## src/rtl/fpu_scheduler_if.sv

```systemverilog
// fpu_scheduler_if
//   Bundles the requester handshakes, the shared response bus and the fpu
//   connection of fpu_scheduler.
//   slave  : the scheduler side (drives readies, response, fpu operands/reset).
//   master : the environment side (requesters, response sinks and the fpu).
interface fpu_scheduler_if;
    logic        req0_valid;
    logic        req0_ready;
    logic [31:0] req0_op_a;
    logic [31:0] req0_op_b;
    logic        rsp0_valid;
    logic        rsp0_ready;
    logic        req1_valid;
    logic        req1_ready;
    logic [31:0] req1_op_a;
    logic [31:0] req1_op_b;
    logic        rsp1_valid;
    logic        rsp1_ready;
    logic [31:0] rsp_data;
    logic [3:0]  rsp_status;
    logic [31:0] fpu_op_a;
    logic [31:0] fpu_op_b;
    logic        fpu_rst_n;
    logic [31:0] fpu_data;
    logic [3:0]  fpu_status;
    logic        busy;
    logic        grant_id;

    modport slave (
        input  req0_valid, req0_op_a, req0_op_b, rsp0_ready,
        input  req1_valid, req1_op_a, req1_op_b, rsp1_ready,
        input  fpu_data, fpu_status,
        output req0_ready, rsp0_valid, req1_ready, rsp1_valid,
        output rsp_data, rsp_status, fpu_op_a, fpu_op_b, fpu_rst_n,
        output busy, grant_id
    );

    modport master (
        output req0_valid, req0_op_a, req0_op_b, rsp0_ready,
        output req1_valid, req1_op_a, req1_op_b, rsp1_ready,
        output fpu_data, fpu_status,
        input  req0_ready, rsp0_valid, req1_ready, rsp1_valid,
        input  rsp_data, rsp_status, fpu_op_a, fpu_op_b, fpu_rst_n,
        input  busy, grant_id
    );
endinterface

```

## src/rtl/fpu_scheduler.sv

```systemverilog
// fpu_scheduler
//   Two-port round-robin scheduler sharing one fpu adder. A granted operand
//   pair is latched and driven to the fpu, the fpu is reset for one cycle so
//   it restarts its sequence, a fixed window is waited, and the captured
//   result/status is returned to the granted requester on valid/ready.
// Ports
//   clock100KHz : system clock
//   reset       : synchronous, active-low reset
//   bus         : fpu_scheduler_if.slave (requester 0/1 handshakes, shared
//                 rsp_data/rsp_status, fpu operands/reset/result, busy,
//                 grant_id)
module fpu_scheduler #(
    parameter int unsigned WAIT_CYCLES = 64,
    parameter int unsigned CNT_W       = 7
) (
    input  logic           clock100KHz,
    input  logic           reset,
    fpu_scheduler_if.slave bus
);
    localparam logic [1:0] IDLE  = 2'd0;
    localparam logic [1:0] ISSUE = 2'd1;
    localparam logic [1:0] WAIT  = 2'd2;
    localparam logic [1:0] RESP  = 2'd3;

    localparam logic [CNT_W-1:0] LAST = CNT_W'(WAIT_CYCLES - 1);

    logic [1:0]       state;
    logic             rr_ptr;
    logic             grant;
    logic             fpu_rst_q;
    logic [CNT_W-1:0] cnt;
    logic [31:0]      op_a;
    logic [31:0]      op_b;
    logic [31:0]      data_q;
    logic [3:0]       status_q;

    logic             sel;
    logic             accept;
    logic             rsp_ready_sel;

    // rr_ptr only breaks ties; a lone requester is granted directly.
    always_comb begin
        sel           = (bus.req0_valid && bus.req1_valid) ? rr_ptr : bus.req1_valid;
        accept        = (state == IDLE) && reset && (bus.req0_valid || bus.req1_valid);
        rsp_ready_sel = grant ? bus.rsp1_ready : bus.rsp0_ready;
    end

    assign bus.req0_ready = accept && !sel;
    assign bus.req1_ready = accept && sel;
    assign bus.rsp0_valid = (state == RESP) && !grant;
    assign bus.rsp1_valid = (state == RESP) && grant;
    assign bus.rsp_data   = data_q;
    assign bus.rsp_status = status_q;
    assign bus.fpu_op_a   = op_a;
    assign bus.fpu_op_b   = op_b;
    assign bus.fpu_rst_n  = fpu_rst_q;
    assign bus.busy       = (state != IDLE);
    assign bus.grant_id   = grant;

    always_ff @(posedge clock100KHz) begin
        if (!reset) begin
            state     <= IDLE;
            rr_ptr    <= 1'b0;
            grant     <= 1'b0;
            cnt       <= '0;
            op_a      <= '0;
            op_b      <= '0;
            fpu_rst_q <= 1'b0;
            data_q    <= '0;
            status_q  <= '0;
        end else begin
            case (state)
                IDLE: begin
                    fpu_rst_q <= 1'b1;
                    if (accept) begin
                        op_a      <= sel ? bus.req1_op_a : bus.req0_op_a;
                        op_b      <= sel ? bus.req1_op_b : bus.req0_op_b;
                        grant     <= sel;
                        rr_ptr    <= !sel;
                        // Dropped on the accept edge so the fpu sits in reset
                        // for exactly the ISSUE cycle.
                        fpu_rst_q <= 1'b0;
                        state     <= ISSUE;
                    end
                end
                ISSUE: begin
                    fpu_rst_q <= 1'b1;
                    cnt       <= '0;
                    state     <= WAIT;
                end
                WAIT: begin
                    if (cnt == LAST) begin
                        data_q   <= bus.fpu_data;
                        status_q <= bus.fpu_status;
                        state    <= RESP;
                    end else begin
                        cnt <= cnt + CNT_W'(1);
                    end
                end
                default: begin
                    if (rsp_ready_sel) begin
                        state <= IDLE;
                    end
                end
            endcase
        end
    end
endmodule

```

## src/flat_wrapper.sv

```systemverilog
// flat-port wrapper written by rule: the top's interface ports become plain ports
module fpu_scheduler_flat 
#(
    parameter int unsigned WAIT_CYCLES = 64,
    parameter int unsigned CNT_W       = 7
)
  (clock100KHz, reset, bus_req0_valid, bus_req0_op_a, bus_req0_op_b, bus_rsp0_ready, bus_req1_valid, bus_req1_op_a, bus_req1_op_b, bus_rsp1_ready, bus_fpu_data, bus_fpu_status, bus_req0_ready, bus_rsp0_valid, bus_req1_ready, bus_rsp1_valid, bus_rsp_data, bus_rsp_status, bus_fpu_op_a, bus_fpu_op_b, bus_fpu_rst_n, bus_busy, bus_grant_id);
  fpu_scheduler_if bus_i ();
  input  logic clock100KHz;
  input  logic reset;
  input wire logic [$bits(bus_i.req0_valid)-1:0] bus_req0_valid;
  input wire logic [$bits(bus_i.req0_op_a)-1:0] bus_req0_op_a;
  input wire logic [$bits(bus_i.req0_op_b)-1:0] bus_req0_op_b;
  input wire logic [$bits(bus_i.rsp0_ready)-1:0] bus_rsp0_ready;
  input wire logic [$bits(bus_i.req1_valid)-1:0] bus_req1_valid;
  input wire logic [$bits(bus_i.req1_op_a)-1:0] bus_req1_op_a;
  input wire logic [$bits(bus_i.req1_op_b)-1:0] bus_req1_op_b;
  input wire logic [$bits(bus_i.rsp1_ready)-1:0] bus_rsp1_ready;
  input wire logic [$bits(bus_i.fpu_data)-1:0] bus_fpu_data;
  input wire logic [$bits(bus_i.fpu_status)-1:0] bus_fpu_status;
  output wire logic [$bits(bus_i.req0_ready)-1:0] bus_req0_ready;
  output wire logic [$bits(bus_i.rsp0_valid)-1:0] bus_rsp0_valid;
  output wire logic [$bits(bus_i.req1_ready)-1:0] bus_req1_ready;
  output wire logic [$bits(bus_i.rsp1_valid)-1:0] bus_rsp1_valid;
  output wire logic [$bits(bus_i.rsp_data)-1:0] bus_rsp_data;
  output wire logic [$bits(bus_i.rsp_status)-1:0] bus_rsp_status;
  output wire logic [$bits(bus_i.fpu_op_a)-1:0] bus_fpu_op_a;
  output wire logic [$bits(bus_i.fpu_op_b)-1:0] bus_fpu_op_b;
  output wire logic [$bits(bus_i.fpu_rst_n)-1:0] bus_fpu_rst_n;
  output wire logic [$bits(bus_i.busy)-1:0] bus_busy;
  output wire logic [$bits(bus_i.grant_id)-1:0] bus_grant_id;
  assign bus_i.req0_valid = bus_req0_valid;
  assign bus_i.req0_op_a = bus_req0_op_a;
  assign bus_i.req0_op_b = bus_req0_op_b;
  assign bus_i.rsp0_ready = bus_rsp0_ready;
  assign bus_i.req1_valid = bus_req1_valid;
  assign bus_i.req1_op_a = bus_req1_op_a;
  assign bus_i.req1_op_b = bus_req1_op_b;
  assign bus_i.rsp1_ready = bus_rsp1_ready;
  assign bus_i.fpu_data = bus_fpu_data;
  assign bus_i.fpu_status = bus_fpu_status;
  assign bus_req0_ready = bus_i.req0_ready;
  assign bus_rsp0_valid = bus_i.rsp0_valid;
  assign bus_req1_ready = bus_i.req1_ready;
  assign bus_rsp1_valid = bus_i.rsp1_valid;
  assign bus_rsp_data = bus_i.rsp_data;
  assign bus_rsp_status = bus_i.rsp_status;
  assign bus_fpu_op_a = bus_i.fpu_op_a;
  assign bus_fpu_op_b = bus_i.fpu_op_b;
  assign bus_fpu_rst_n = bus_i.fpu_rst_n;
  assign bus_busy = bus_i.busy;
  assign bus_grant_id = bus_i.grant_id;
  fpu_scheduler #(.WAIT_CYCLES(WAIT_CYCLES), .CNT_W(CNT_W)) u_core (.clock100KHz(clock100KHz), .reset(reset), .bus(bus_i));
endmodule
```

## config.mk

```make
export PLATFORM = sky130hd
export DESIGN_NAME = fpu_scheduler_flat
export DESIGN_NICKNAME = d
export VERILOG_FILES = /design/src/rtl/fpu_scheduler_if.sv /design/src/rtl/fpu_scheduler.sv /design/src/flat_wrapper.sv
export SDC_FILE = /design/constraint.sdc
export NUM_CORES = 1
export LEC_CHECK = 0
export CORE_ASPECT_RATIO = 0.8
export CORE_MARGIN = 2
export CORE_UTILIZATION = 35
export DETAILED_ROUTE_END_ITERATION = 10
export PLACE_DENSITY = 0.79
export SYNTH_ARGS = -nofsm -noshare
export SYNTH_HDL_FRONTEND = slang
export SYNTH_SLANG_ARGS = --single-unit
```

## constraint.sdc

```tcl
create_clock -name clock100KHz -period 4 [get_ports clock100KHz]
set_input_delay 0.6 -clock clock100KHz [delete_from_list [all_inputs] [get_ports clock100KHz]]
set_output_delay 0.6 -clock clock100KHz [all_outputs]
set_load 0.02 [all_outputs]
```

# Yosys cells after proc, flatten, opt, wreduce, memory -nomap -nowiden

Cells that the tools add are included.

Reduce and logical (&&, ||, !) cells: 19
Equality and inequality tests: 7
Muxes and demuxes: 12
Add/sub/neg operators: 1

Operators by type and width:

| kind                                                                   | number |
|---|---|
| 32-bit two-way mux                                                     | 2 |
| 7-bit one-hot mux with 2 select lines                                  | 1 |
| 7-bit by 1-bit adder with 7-bit output (second input constant)         | 1 |
| 7-bit by 6-bit equality test with 1-bit output (second input constant) | 1 |
| 1-bit logical AND                                                      | 7 |
| 7-bit two-way mux                                                      | 1 |
| 2-bit two-way mux                                                      | 3 |
| 2-bit one-hot mux with 3 select lines                                  | 1 |
| 2-bit AND reduction                                                    | 3 |
| 2-bit nonzero test                                                     | 3 |
| 2-bit equality test (second input constant)                            | 2 |
| 2-bit by 1-bit != test with 1-bit output (second input constant)       | 2 |
| 4-bit nonzero test                                                     | 1 |
| 1-bit two-way mux                                                      | 3 |
| 3-bit AND reduction                                                    | 1 |
| 2-bit by 1-bit equality test with 1-bit output (second input constant) | 1 |
| 1-bit logical NOT                                                      | 2 |
| 2-bit logical NOT                                                      | 1 |
| 2-bit != test (second input constant)                                  | 1 |
| 1-bit one-hot mux with 2 select lines                                  | 1 |
| 1-bit logical OR                                                       | 1 |

Flip-flop bits (word level): 112
Logic and storage cells: 48
Output and inout port bits: 107
Bits of input ports: 170

# Longest topological paths before layout

Depth in word-level cells: 5
Mapped depth: 9
Mapped depth without buffers: 6

# Worst setup path before layout

No wires, ideal clock.

Path kind: reg-to-output
Start: register u_core.state[0]
End: output bus_req1_ready
Arrival time: 1.218 ns
Cell stages (with the launch flop): 7
Path slack: 2.182 ns
Data required time: 3.400 ns
Path buffers: 2
Cell sequence: dfxtp_1 inv_1 ha_1 buf_6 and2_4 and3_4 buf_2

Longest elaborated chain between the ends: 4

Ends and longest elaborated chain:

| item                            | RTL line            | RTL |
|---|---|---|
| start: declaration              | fpu_scheduler.sv:27 | `logic [1:0] state;` |
| start signal: assignment        | fpu_scheduler.sv:62 | `state <= IDLE;` |
| start signal: assignment        | fpu_scheduler.sv:83 | `state <= ISSUE;` |
| start signal: assignment        | fpu_scheduler.sv:89 | `state <= WAIT;` |
| 2-bit logical NOT               | fpu_scheduler.sv:44 | `accept = (state == IDLE) && reset && (bus.req0_valid \|\| bus.req1_valid);` |
| 1-bit logical AND (2 in series) | fpu_scheduler.sv:44 |  |
| 1-bit logical AND               | fpu_scheduler.sv:49 | `assign bus.req1_ready = accept && sel;` |
| end: declaration                | flat_wrapper.sv:23  | `output wire logic [$bits(bus_i.req1_ready)-1:0] bus_req1_ready;` |

No other way between the ends.

# Final worst setup path

Start: register u_core.state[0]
End: output bus_req0_ready

Longest elaborated chain between the ends: 4

Ends and longest elaborated chain:

| item                            | RTL line            | RTL |
|---|---|---|
| 2-bit logical NOT               | fpu_scheduler.sv:44 |  |
| 1-bit logical AND (2 in series) | fpu_scheduler.sv:44 |  |
| 1-bit logical AND               | fpu_scheduler.sv:48 | `assign bus.req0_ready = accept && !sel;` |
| end: declaration                | flat_wrapper.sv:21  | `output wire logic [$bits(bus_i.req0_ready)-1:0] bus_req0_ready;` |

No other way between the ends.

==> run summary <==
ROUTE
----------------------------------------------------------------------------------------
Number of search-and-repair iterations in the first detailed-routing pass .           10
Average detailed-routed wire length per instance ..........................     16.21 um
Remaining routing DRC violations ..........................................            0
Detailed Route WL .........................................................     14.41 mm
Remaining antenna violation count .........................................            0
Number of violations reported at the end of detailed-routing iteration 0 ..          423
Number of vias per cell ...................................................        5.083
Count of vias placed by the detailed router ...............................         4519

SYNTHESIS
----------------------------------------------------------------------------------------
Compound-Gate Fraction of Synth Area ......................................       23.32%
Dominant register cell in the synthesized netlist ......................... sky130_fd_sc_hd__dfxtp_1
Yosys reg bits ............................................................          112
Most common cell in the netlist ........................................... sky130_fd_sc_hd__dfxtp_1
Multiplexer share of the synthesized area .................................      0.6632%
Part of the Yosys area used for sequential elements .......................       49.52%
Post-synthesis adder-cell area fraction ...................................       1.382%
Leading area contributor after synthesis .................................. sky130_fd_sc_hd__dfxtp_1
Top post-synthesis cells by area .......................................... sky130_fd_sc_hd__dfxtp_1 50%, sky130_fd_sc_hd__a222oi_1 14%, sky130_fd_sc_hd__nor2b_1 9.1%, sky130_fd_sc_hd__nand2_1 6.8%, sky130_fd_sc_hd__a21boi_0 3.3%
Mean area per synthesized cell ............................................    9.908 um2
Post-synthesis instance area .............................................. 0.004528 mm2
Async set-or-reset flop fraction in the synthesized netlist ...............           0%
Post-synth net total ......................................................          632
Synth cell count leaders .................................................. 112 x sky130_fd_sc_hd__dfxtp_1, 82 x sky130_fd_sc_hd__nand2_1, 66 x sky130_fd_sc_hd__nor2b_1
EDFF count, synth .........................................................            0
Number of synthesis warnings ..............................................            0
Share of Yosys cell area claimed by the top area cell type ................       49.52%
XOR/XNOR share of the synthesized area ....................................           0%
Dominant combinational cell family by area after synthesis ................ compound AO/OA/AOI/OAI gates
Post-synthesis cell count .................................................          457
Number of unique standard cell types used by synthesis ....................           36
Simple logic cell fraction of the synthesized area ........................       19.29%

GLOBAL ROUTING
----------------------------------------------------------------------------------------
Initial antenna violation count ...........................................            0
Met2 Use GR ...............................................................       34.36%
Remaining global-route overflow ...........................................            0
Total global routing track utilization ....................................       20.21%
Global Route met1 Usage ...................................................       23.65%
Pin count of the biggest net entering global routing ......................          112
Layer with the highest usage after global routing .........................         met2
First-pass GRT wire length ................................................     22.82 mm
Vias in the first global route ............................................         4527
GR Layer Usage met3 .......................................................       6.926%

FLOORPLAN
----------------------------------------------------------------------------------------
Vertical extent of the die ................................................     105.7 um
Top Ports .................................................................          277
Core Area .................................................................  0.01273 mm2
Initial Util ..............................................................       35.57%
Area of the die ...........................................................  0.01387 mm2
Std-Cell Rows .............................................................           37
Die width .................................................................     131.2 um

RUN STATUS
----------------------------------------------------------------------------------------
Result of the run .........................................................    completed

SETUP PATH
----------------------------------------------------------------------------------------
Class of the most critical setup path ..................................... flop to primary output
Endpoint of the lowest-slack register-to-register path .................... u_core.cnt[0]$_SDFFE_PN0P_
Data arrival time of the critical path ....................................      2.20 ns
Launch point of the worst path ............................................ u_core.state[0]$_SDFFE_PN0P_
Worst reg-to-reg setup slack ..............................................      1.68 ns
Crit start category .......................................................         flop
Category of the worst setup path capture point ............................ primary output
Crit path max fanout ......................................................            9
Startpoint of the worst register-to-register path ......................... u_core.state[0]$_SDFFE_PN0P_
Data required, critical path ..............................................      3.40 ns
Reg2Reg Depth .............................................................            6

PLACEMENT
----------------------------------------------------------------------------------------
RePlAce Congestion ........................................................       0.7796
HPWL reported at the end of detailed placement ............................     10.16 mm
IO Port Bufs ..............................................................          276
Post-place setup slack ....................................................     1.276 ns
Dpl cell area ............................................................. 0.007317 mm2

TIMING
----------------------------------------------------------------------------------------
Final worst setup slack ...................................................     1.195 ns
Actual slew at the worst max-slew pin .....................................     1.217 ns
Period utilization ........................................................       70.12%
Final Hold Viols ..........................................................            0
Worst slew margin relative to its limit ...................................       18.87%
Final critical-path required period .......................................     2.805 ns
Final setup vio count .....................................................            0
Setup Total Neg Slack .....................................................         0 ns
Fin Clk Skew ..............................................................   0.01160 ns
Setup repair after global routing missed its margin .......................        false
Number of max-slew violations in the final report .........................            0
WHS .......................................................................    0.4555 ns
Maximum clock rate ........................................................    356.5 MHz

PWR
----------------------------------------------------------------------------------------
Clock network fraction of design power ....................................        26.9%
Combinational group share of total power ..................................        33.8%
Leakage power figure ......................................................     2.663 nW
Cell Pwr Density .......................................................... 441.6 mW/mm2
P_sw ......................................................................   0.001043 W
Sequential share of power .................................................        39.3%
Max rail drop VDD .........................................................     299.1 uV
Internal ..................................................................   0.002321 W
Fraction of power spent switching nets ....................................       31.00%

CLOCK TREE
----------------------------------------------------------------------------------------
Clk buf depth .............................................................            2
Clock tree sinks ..........................................................          112
Cts bufs inserted .........................................................            9
Number of H-tree branching levels .........................................            3
CTS tree ..................................................................        built
Post-CTS setup repair buffer count ........................................            0
CTS hold repair buffers ...................................................            0
Register clock-pin slew on the reported worst setup and hold paths ........      0.07 ns
Later-pin clock latency in the skew report ................................      0.35 ns
Number of cells upsized or downsized after cts ............................            0
Cell at the root of the clock tree ........................................ sky130_fd_sc_hd__clkbuf_16

HOLD PATH
----------------------------------------------------------------------------------------
Classification of the worst-slack hold path ............................... flop to flop
Hold EP ................................................................... u_core.bus.rsp_data[7]$_SDFFE_PN0P_
Startpoint of the most critical hold path ................................. u_core.bus.rsp_data[7]$_SDFFE_PN0P_
Depth of the worst hold-timing path .......................................            2

FINAL LAYOUT
----------------------------------------------------------------------------------------
Area Overhead vs Synth ....................................................       68.20%
Final layout net count ....................................................          884
Fill count ................................................................         1059
Finished Cell Area ........................................................ 0.007616 mm2
Antenna diode count .......................................................            0
Share of final-layout standard cells stronger than drive strength 1 .......       3.922%

FLOW RUN
----------------------------------------------------------------------------------------
Maximum capacitance violations ............................................            0

cell usage in the layout (no fill, tap or decap), types with 2 or more instances in the layout:
cell                              Yosys  final
sky130_fd_sc_hd__clkdlybuf4s50_1      0    275
sky130_fd_sc_hd__dfxtp_1            112    112
sky130_fd_sc_hd__nand2_1             82     82
sky130_fd_sc_hd__nor2b_1             66     66
sky130_fd_sc_hd__a222oi_1            64     64
sky130_fd_sc_hd__a21boi_0            20     20
sky130_fd_sc_hd__a21boi_1            18     18
sky130_fd_sc_hd__clkbuf_16            0      9
sky130_fd_sc_hd__buf_4                1      6
sky130_fd_sc_hd__inv_1                5      5
sky130_fd_sc_hd__o21ai_0              6      5
sky130_fd_sc_hd__ha_1                 5      5
sky130_fd_sc_hd__nand3_1              4      4
sky130_fd_sc_hd__nor2_1               4      4
sky130_fd_sc_hd__o211a_1              3      3
sky130_fd_sc_hd__mux2i_1              3      3
sky130_fd_sc_hd__and2_1               2      2
sky130_fd_sc_hd__or3_1                2      2
sky130_fd_sc_hd__a31oi_1              2      2
sky130_fd_sc_hd__a21oi_1              2      2
sky130_fd_sc_hd__o21a_1               2      2
sky130_fd_sc_hd__clkinv_2             0      2
power by group through the flow:
stage	registers (W)	logic, W	clock network (W)
finish	0.00132	0.00114	0.000905
global route	0.00134	0.00122	0.000982
CTS	0.00132	0.00114	0.000935
detailed placement	0.00134	0.00114	0
global placement	0.00134	0.00111	0
floorplan	0.00147	0.000503	0
registers in the layout, summed over array words and instances, names as in the netlist:
register / cells
u_core.bus.fpu_op_a: 32
u_core.bus.fpu_op_b: 32
u_core.bus.fpu_rst_n: 1
u_core.bus.grant_id: 1
u_core.bus.rsp_data: 32
u_core.bus.rsp_status: 4
u_core.cnt: 7
u_core.rr_ptr: 1
u_core.state: 2
metrics by stage:
stage | utilization, % | total power [W] | instances
6_report | 59.82 | 0.003363 | 889
5_1_grt | 59.82 | 0.003540 | 889
4_1_cts | 59.82 | 0.003396 | 889
3_5_place_dp | 57.47 | 0.002479 | 873
3_3_place_gp | 57.47 | 0.002449 | 873
2_1_floorplan | - | 0.001969 | 457
layout make-up:
| class | count | area [um2] | share of cell area (%) |
|---|---|---|---|
| sequential | 112 | 2242 | 29.44 |
| inverter | 5 | 18.77 | 0.2464 |
| multi-input combinational | 299 | 2034 | 26.71 |
| timing repair buffer | 282 | 2803 | 36.80 |
| tap | 175 | 219.0 | 2.875 |
| clock buffer | 11 | 242.7 | 3.187 |
| clock inverter | 5 | 56.30 | 0.7393 |
critical path: stages (launching register included):
cell and delay [ns]:
sky130_fd_sc_hd__dfxtp_1 0.34, sky130_fd_sc_hd__inv_1 0.10, sky130_fd_sc_hd__ha_1 0.36, sky130_fd_sc_hd__and2_4 0.24, sky130_fd_sc_hd__and3_2 0.19, sky130_fd_sc_hd__clkdlybuf4s50_1 0.63
logic make-up (layout without fill, tap and decap cells):
| group | Yosys count | after routing |
|---|---|---|
| buffers and inverters | 46 | 303 |
| AND/OR/NAND/NOR | 170 | 170 |
| adder cells (fa/ha/maj) | 5 | 5 |
| flip-flops | 112 | 112 |
| AO/OA/AOI/OAI | 121 | 121 |
| multiplexers | 3 | 3 |
metal layers:
metal,vias to the layer above,part of all wire [%]
li1,2187,-
met1,2119,41
met2,188,49
met3,25,7.7
met4,0,2.5
met5,-,0
worst max-delay path by stage:
stage | endpoint | depth (start not counted) | slack (ns)
after global placement | bus_req0_ready | 4 | 1.29
after floorplan | bus_req1_ready | 6 | 2.18
after CTS | bus_req0_ready | 5 | 1.17
after global routing | bus_req0_ready | 5 | 1.08
final | bus_req0_ready | 5 | 1.20
after detailed placement | bus_req1_ready | 4 | 1.28
Note: power is estimated with default switching activity, not from simulation.
==> variant 1 (same settings) <==
`CNT_W` is set to 7 in 2 places; all go to 5.
--- a/src/rtl/fpu_scheduler.sv
+++ b/src/rtl/fpu_scheduler.sv
@@ -11,7 +11,7 @@
 //                 grant_id)
 module fpu_scheduler #(
     parameter int unsigned WAIT_CYCLES = 64,
-    parameter int unsigned CNT_W       = 7
+    parameter int unsigned CNT_W       = 5
 ) (
     input  logic           clock100KHz,
     input  logic           reset,
--- a/src/flat_wrapper.sv
+++ b/src/flat_wrapper.sv
@@ -2,7 +2,7 @@
 module fpu_scheduler_flat 
 #(
     parameter int unsigned WAIT_CYCLES = 64,
-    parameter int unsigned CNT_W       = 7
+    parameter int unsigned CNT_W       = 5
 )
   (clock100KHz, reset, bus_req0_valid, bus_req0_op_a, bus_req0_op_b, bus_rsp0_ready, bus_req1_valid, bus_req1_op_a, bus_req1_op_b, bus_rsp1_ready, bus_fpu_data, bus_fpu_status, bus_req0_ready, bus_rsp0_valid, bus_req1_ready, bus_rsp1_valid, bus_rsp_data, bus_rsp_status, bus_fpu_op_a, bus_fpu_op_b, bus_fpu_rst_n, bus_busy, bus_grant_id);
   fpu_scheduler_if bus_i ();
Formal check against the unedited RTL: no difference found for any inputs over 10 cycles, from zero or initial values and one cycle with reset low; that may be too few to reach the edited logic, so the function may still have changed.
==> variant 1 against the original RTL <==
- synthesized area shrank 9.0%
- cell area fell by 4.8%
- clock power up 10%
- sequential share of layout area is 0.94 points higher
- clock skew down 0.0042 ns
- worst setup slack lost 0.012 ns
- routed wire length is 1.3% lower
- sequential cell count shrank 2
- global-route usage grew 0.66 points
- final cell count is 4.5% lower
- power up 1.0%
==> variant 1: results (changes against the original RTL) <==
Routing
  – DR pass1 iterations: 11 (+1)
  – Met1 wire length: 5.515 mm (-6.5%)
  – Vias per cell: 5.298 (+4.2%)
  – DR iter-0 viols: 554 (+31%)
  – Met3 WL: 1.122 mm (+0.63%)
  – DR top layer: met4
  – Routed wl met2: 7.110 mm (+0.91%)
  – Routed len/inst: 16.76 µm (+3.3%)

Global route
  – Global-route wire length before repair: 21.50 mm (-5.8%)
  – Vias in the first global route: 4319 (-4.6%)
  – Initial antenna violation count: 0 (unchanged)
  – Met1 Usage GRT: 24.47% (+0.82 points)
  – GR Util met3: 5.892% (-1.0 points)
  – Total track usage: 20.87% (+0.66 points)
  – M2 GR Usage: 35.87% (+1.5 points)
  – Largest net degree at the start of global routing: 109 (-2.7%)

Worst hold path
  – Hold Startpoint: u_core.bus.rsp_data[28]
  – Min-Delay Path Class: reg -> reg

Critical path
  – Crit Reg-Reg Startpoint: u_core.cnt[0]
  – Worst setup path startpoint: reset
  – Critical Path Fanout Max: 6 (-3)
  – Crit path DAT: 2.22 ns (+0.02 ns)

Final layout
  – # fillers: 947 (-11%)
  – Ratio of cells with drive above 1 in the final layout: 3.424% (-0.50 points)
  – Post-route insts no fill: 849 (-4.5%)
  – Final net count: 873 (-1.2%)
  – Number of diodes: 0 (unchanged)

Synthesis
  – Mapped Nets: 621 (-1.7%)
  – Synth Warn #: 0 (unchanged)
  – Sequential fraction of the synthesis area: 53.45% (+3.9 points)
  – Ys async rst share: 0% (unchanged)
  – Share of the synthesized area in the top cell type: 53.45% (+3.9 points)
  – Synth cell count leaders: dfxtp_1, nand2_1, nor2_1
  – Yosys cell types: 29 (-19%)
  – Main synth FF type: dfxtp_1
  – Ranking of synthesized cells by area: dfxtp_1, a222oi_1, nand2_1
  – Cell count after synthesis: 445 (-2.6%)

CTS
  – CTS clk-pin slew, worst paths: 0.06 ns
  – # resized after CTS: 0 (unchanged)
  – CTS Buffer Depth: 2 (unchanged)
  – CTS buffer count: 9 (unchanged)
  – Clk_lat worst skew: 0.34 ns
  – Setup bufs post-CTS: 0 (unchanged)
  – Clk root buf: clkbuf_16

Placement
  – DP Wirelength: 10.06 mm (-0.93%)
  – Port bufs: 276 (unchanged)
  – Cell Area, Placed: 6912 µm² (-5.5%)
  – Placed cells: 834 (-4.5%)
  – RePlAce Congestion: 0.7935 (+1.8%)
  – Pre-CTS setup slack: 1.193 ns (-0.08289 ns)

STA
  – Slew Limit Headroom: 14.59% (-4.3 points)
  – Worst Skew: 0.007384 ns (-0.004220 ns)

Status
  – Outcome: completed

Power
  – Worst vdd ir: 389.2 µV (+30%)
  – P_leak: 0.002612 µW (-1.9%)
## variant 1: worst max-delay path, cell delays in order
cell and delay [ns]:
clkdlybuf4s50_1 0.59, and2_4 0.21, and3_2 0.19, clkdlybuf4s50_1 0.63
## variant 1: worst paths after layout
check | to | cells past startpoint | slack (ns)
setup / recovery | bus_req0_ready | 4 | 1.18
setup reg to reg | u_core.bus.rsp_data[7] | 6 | 1.58
hold / removal | u_core.bus.rsp_data[28] | 2 | 0.45
hold reg to reg | u_core.bus.rsp_data[28] | 2 | 0.45
## variant 1: area by class of cell
class / count / area (µm²) / area share, %
sequential: 110 / 2202 / 30.38
tap: 148 / 185.2 / 2.554
timing repair buffer: 281 / 2800 / 38.63
inverter: 6 / 23.77 / 0.3279
clock buffer: 11 / 242.7 / 3.348
clock inverter: 4 / 95.09 / 1.312
multi-input combinational: 289 / 1700 / 23.46
## variant 1: where the power goes
group,internal (µW),switching [µW],total [µW]
Combinational,545,553,1100
Sequential,1220,76.9,1300
Clock,625,372,997
## variant 1: through the flow
| step | total power (µW) | utilization, % | hold WS [ns] |
|---|---|---|---|
| after floorplan | 1912 | - | 0.4623 |
| after global placement | 2393 | 60.01 | 0.4417 |
| after detailed placement | 2422 | 60.01 | 0.4459 |
| after CTS | 3428 | 62.94 | 0.4555 |
| after global routing | 3564 | 62.94 | 0.4710 |
| final | 3397 | 62.94 | 0.4546 |
## variant 1: cell families (layout without fill, tap and decap cells)
kind of cell / Yosys count / count (layout) / share of synthesized area [%]
adder cells (fa/ha/maj): 6 / 6 / 1.822
AO/OA/AOI/OAI: 120 / 120 / 22.93
buffers and inverters: 46 / 302 / 5.588
multiplexers: 2 / 2 / 0.4859
flip-flops: 110 / 110 / 53.45
AND/OR/NAND/NOR: 161 / 161 / 15.73
==> variant 2 (config.mk and constraints unchanged) <==
Without the edit above. Make the reset (`reset`) asynchronous in one clocked block. Comments in the files are not updated.
--- a/src/rtl/fpu_scheduler.sv
+++ b/src/rtl/fpu_scheduler.sv
@@ -57,7 +57,7 @@
     assign bus.busy       = (state != IDLE);
     assign bus.grant_id   = grant;
 
-    always_ff @(posedge clock100KHz) begin
+    always_ff @(posedge clock100KHz or negedge reset) begin
         if (!reset) begin
             state     <= IDLE;
             rr_ptr    <= 1'b0;
Function: differs if reset is asserted again (counterexample within 4 cycles, from zero or initial values and one cycle with reset low); with reset held inactive, the same outputs for 10 cycles.
==> variant 2 against the original RTL <==
- synthesized area is 3.5% higher
- worst setup slack worse by 0.013 ns
- routed wire length increased by 2.4%
- synthesized cell count decreased by 22%
- sequential cell count stayed put
- cell area up 2.6%
Power is not compared: it rests on default switching activity, and its combinational part moved more than twofold at a synthesized area within 25%.
==> variant 2: results (changes against the original RTL) <==
Status
  – Outcome: completed

Final layout
  – Ratio of cells with drive above 1 in the final layout: 10.49% (+6.6 points)
  – Syn-to-layout area delta: 66.84%
  – Final net count: 799 (-9.6%)

Placement
  – RePlAce Congestion: 0.8295 (+6.4%)
  – DP Wirelength: 10.66 mm (+5.0%)
  – Placed cells: 788 (-9.7%)
  – Pre-CTS setup slack: 1.399 ns (+0.1232 ns)

Synthesis
  – Yosys cell types: 33 (-8.3%)
  – Ys async rst share: 100.0% (+100 points)
  – Post-synthesis compound-gate area fraction: 16.64% (-6.7 points)
  – Ranking of synthesized cells by area: dfrtp_1, a222oi_1, mux2_2
  – Mapped Nets: 533 (-16%)
  – Post-synthesis mux area share: 10.12% (+9.5 points)
  – Sequential fraction of the synthesis area: 59.81% (+10 points)
  – Synth cell count leaders: dfrtp_1, inv_1, a222oi_1
  – Main synth FF type: dfrtp_1
  – Post-Synth Adder-Cell Area: 1.335% (-0.046 points)

Global route
  – Total track usage: 20.09% (-0.12 points)
  – Largest net degree at the start of global routing: 66 (-41%)
  – Global-route wire length before repair: 22.47 mm (-1.5%)
  – Vias in the first global route: 4229 (-6.6%)

Routing
  – Vias: 4105 (-9.2%)
  – Vias per cell: 5.106 (+0.44%)
  – Routed len/inst: 18.36 µm (+13%)
  – DR iter-0 viols: 394 (-6.9%)
  – DR pass1 iterations: 8 (-2)

Critical path
  – R2r setup slk: 1.47 ns (-0.21 ns)
  – Crit path DAT: 2.22 ns (+0.02 ns)
  – Worst reg2reg path depth: 4 (-2)

STA
  – Slew Limit Headroom: 30.16% (+11 points)
  – Final setup margin: 1.182 ns (-0.01286 ns)
  – Worst Skew: 0.005922 ns (-0.005683 ns)
==> variant 2: worst paths after layout <==
| kind | start | endpoint |
|---|---|---|
| max reg2reg | u_core.state[0] | u_core.bus.rsp_data[31] |
| max | u_core.state[0] | bus_req0_ready |
| max in group asynchronous | reset | u_core.bus.rsp_data[26] |
| min reg2reg | u_core.cnt[6] | u_core.cnt[6] |
| min in group clock100KHz | u_core.cnt[6] | u_core.cnt[6] |
| min | reset | u_core.bus.fpu_op_a[31] |
==> variant 2: critical path, cell delays in order, from the launching register on <==
cell,delay (ns)
dfrtp_1,0.42
inv_1,0.12
ha_1,0.27
and2_1,0.25
and3_2,0.22
clkdlybuf4s50_1,0.61
==> variant 2: layout make-up <==
class / instances / area (µm²)
fillers: 1028 / 5145
flip-flops and latches: 112 / 2803
repair buffers: 281 / 2798
multi-input cells: 153 / 1473
inverters: 67 / 251.5
clock buffers: 10 / 229.0
well taps: 175 / 219.0
clock inverters: 6 / 45.04
==> variant 2: per-layer routing <==
layer / GRT usage, % / vias to the layer above / part of all wire, %
li1: - / 1866 / -
met1: 23.74 / 2020 / 39
met2: 35.82 / 198 / 52
met3: 5.697 / 21 / 7.8
met4: 5.851 / 0 / 1.6
met5: 0 / - / 0
==> variant 2: logic make-up after synthesis <==
group,count (synthesis)
AO/OA/AOI/OAI,84
adder cells (fa/ha/maj),5
multiplexers,39
buffers and inverters,93
flip-flops,112
AND/OR/NAND/NOR,25
==> variant 2: report_power, final <==
part | switching [µW] | internal [µW] | leakage [µW]
registers | 9.56 | 1150 | 0.00146
clock network | 409 | 427 | 0.000137
logic | 89.4 | 192 | 0.00225
total | 508 | 1770 | 0.00384
==> variant 2: through the flow <==
stage	power [µW]	area [µm²]	hold WS (ns)	utilization, %
finish	2276	7818	0.3963	60.31
global route	2365	7818	0.4684	60.31
CTS	2307	7818	0.4265	60.31
detailed placement	1464	7543	0.4838	58.19
global placement	1457	7543	0.4783	58.19
floorplan	1225	4686	0.3044	-
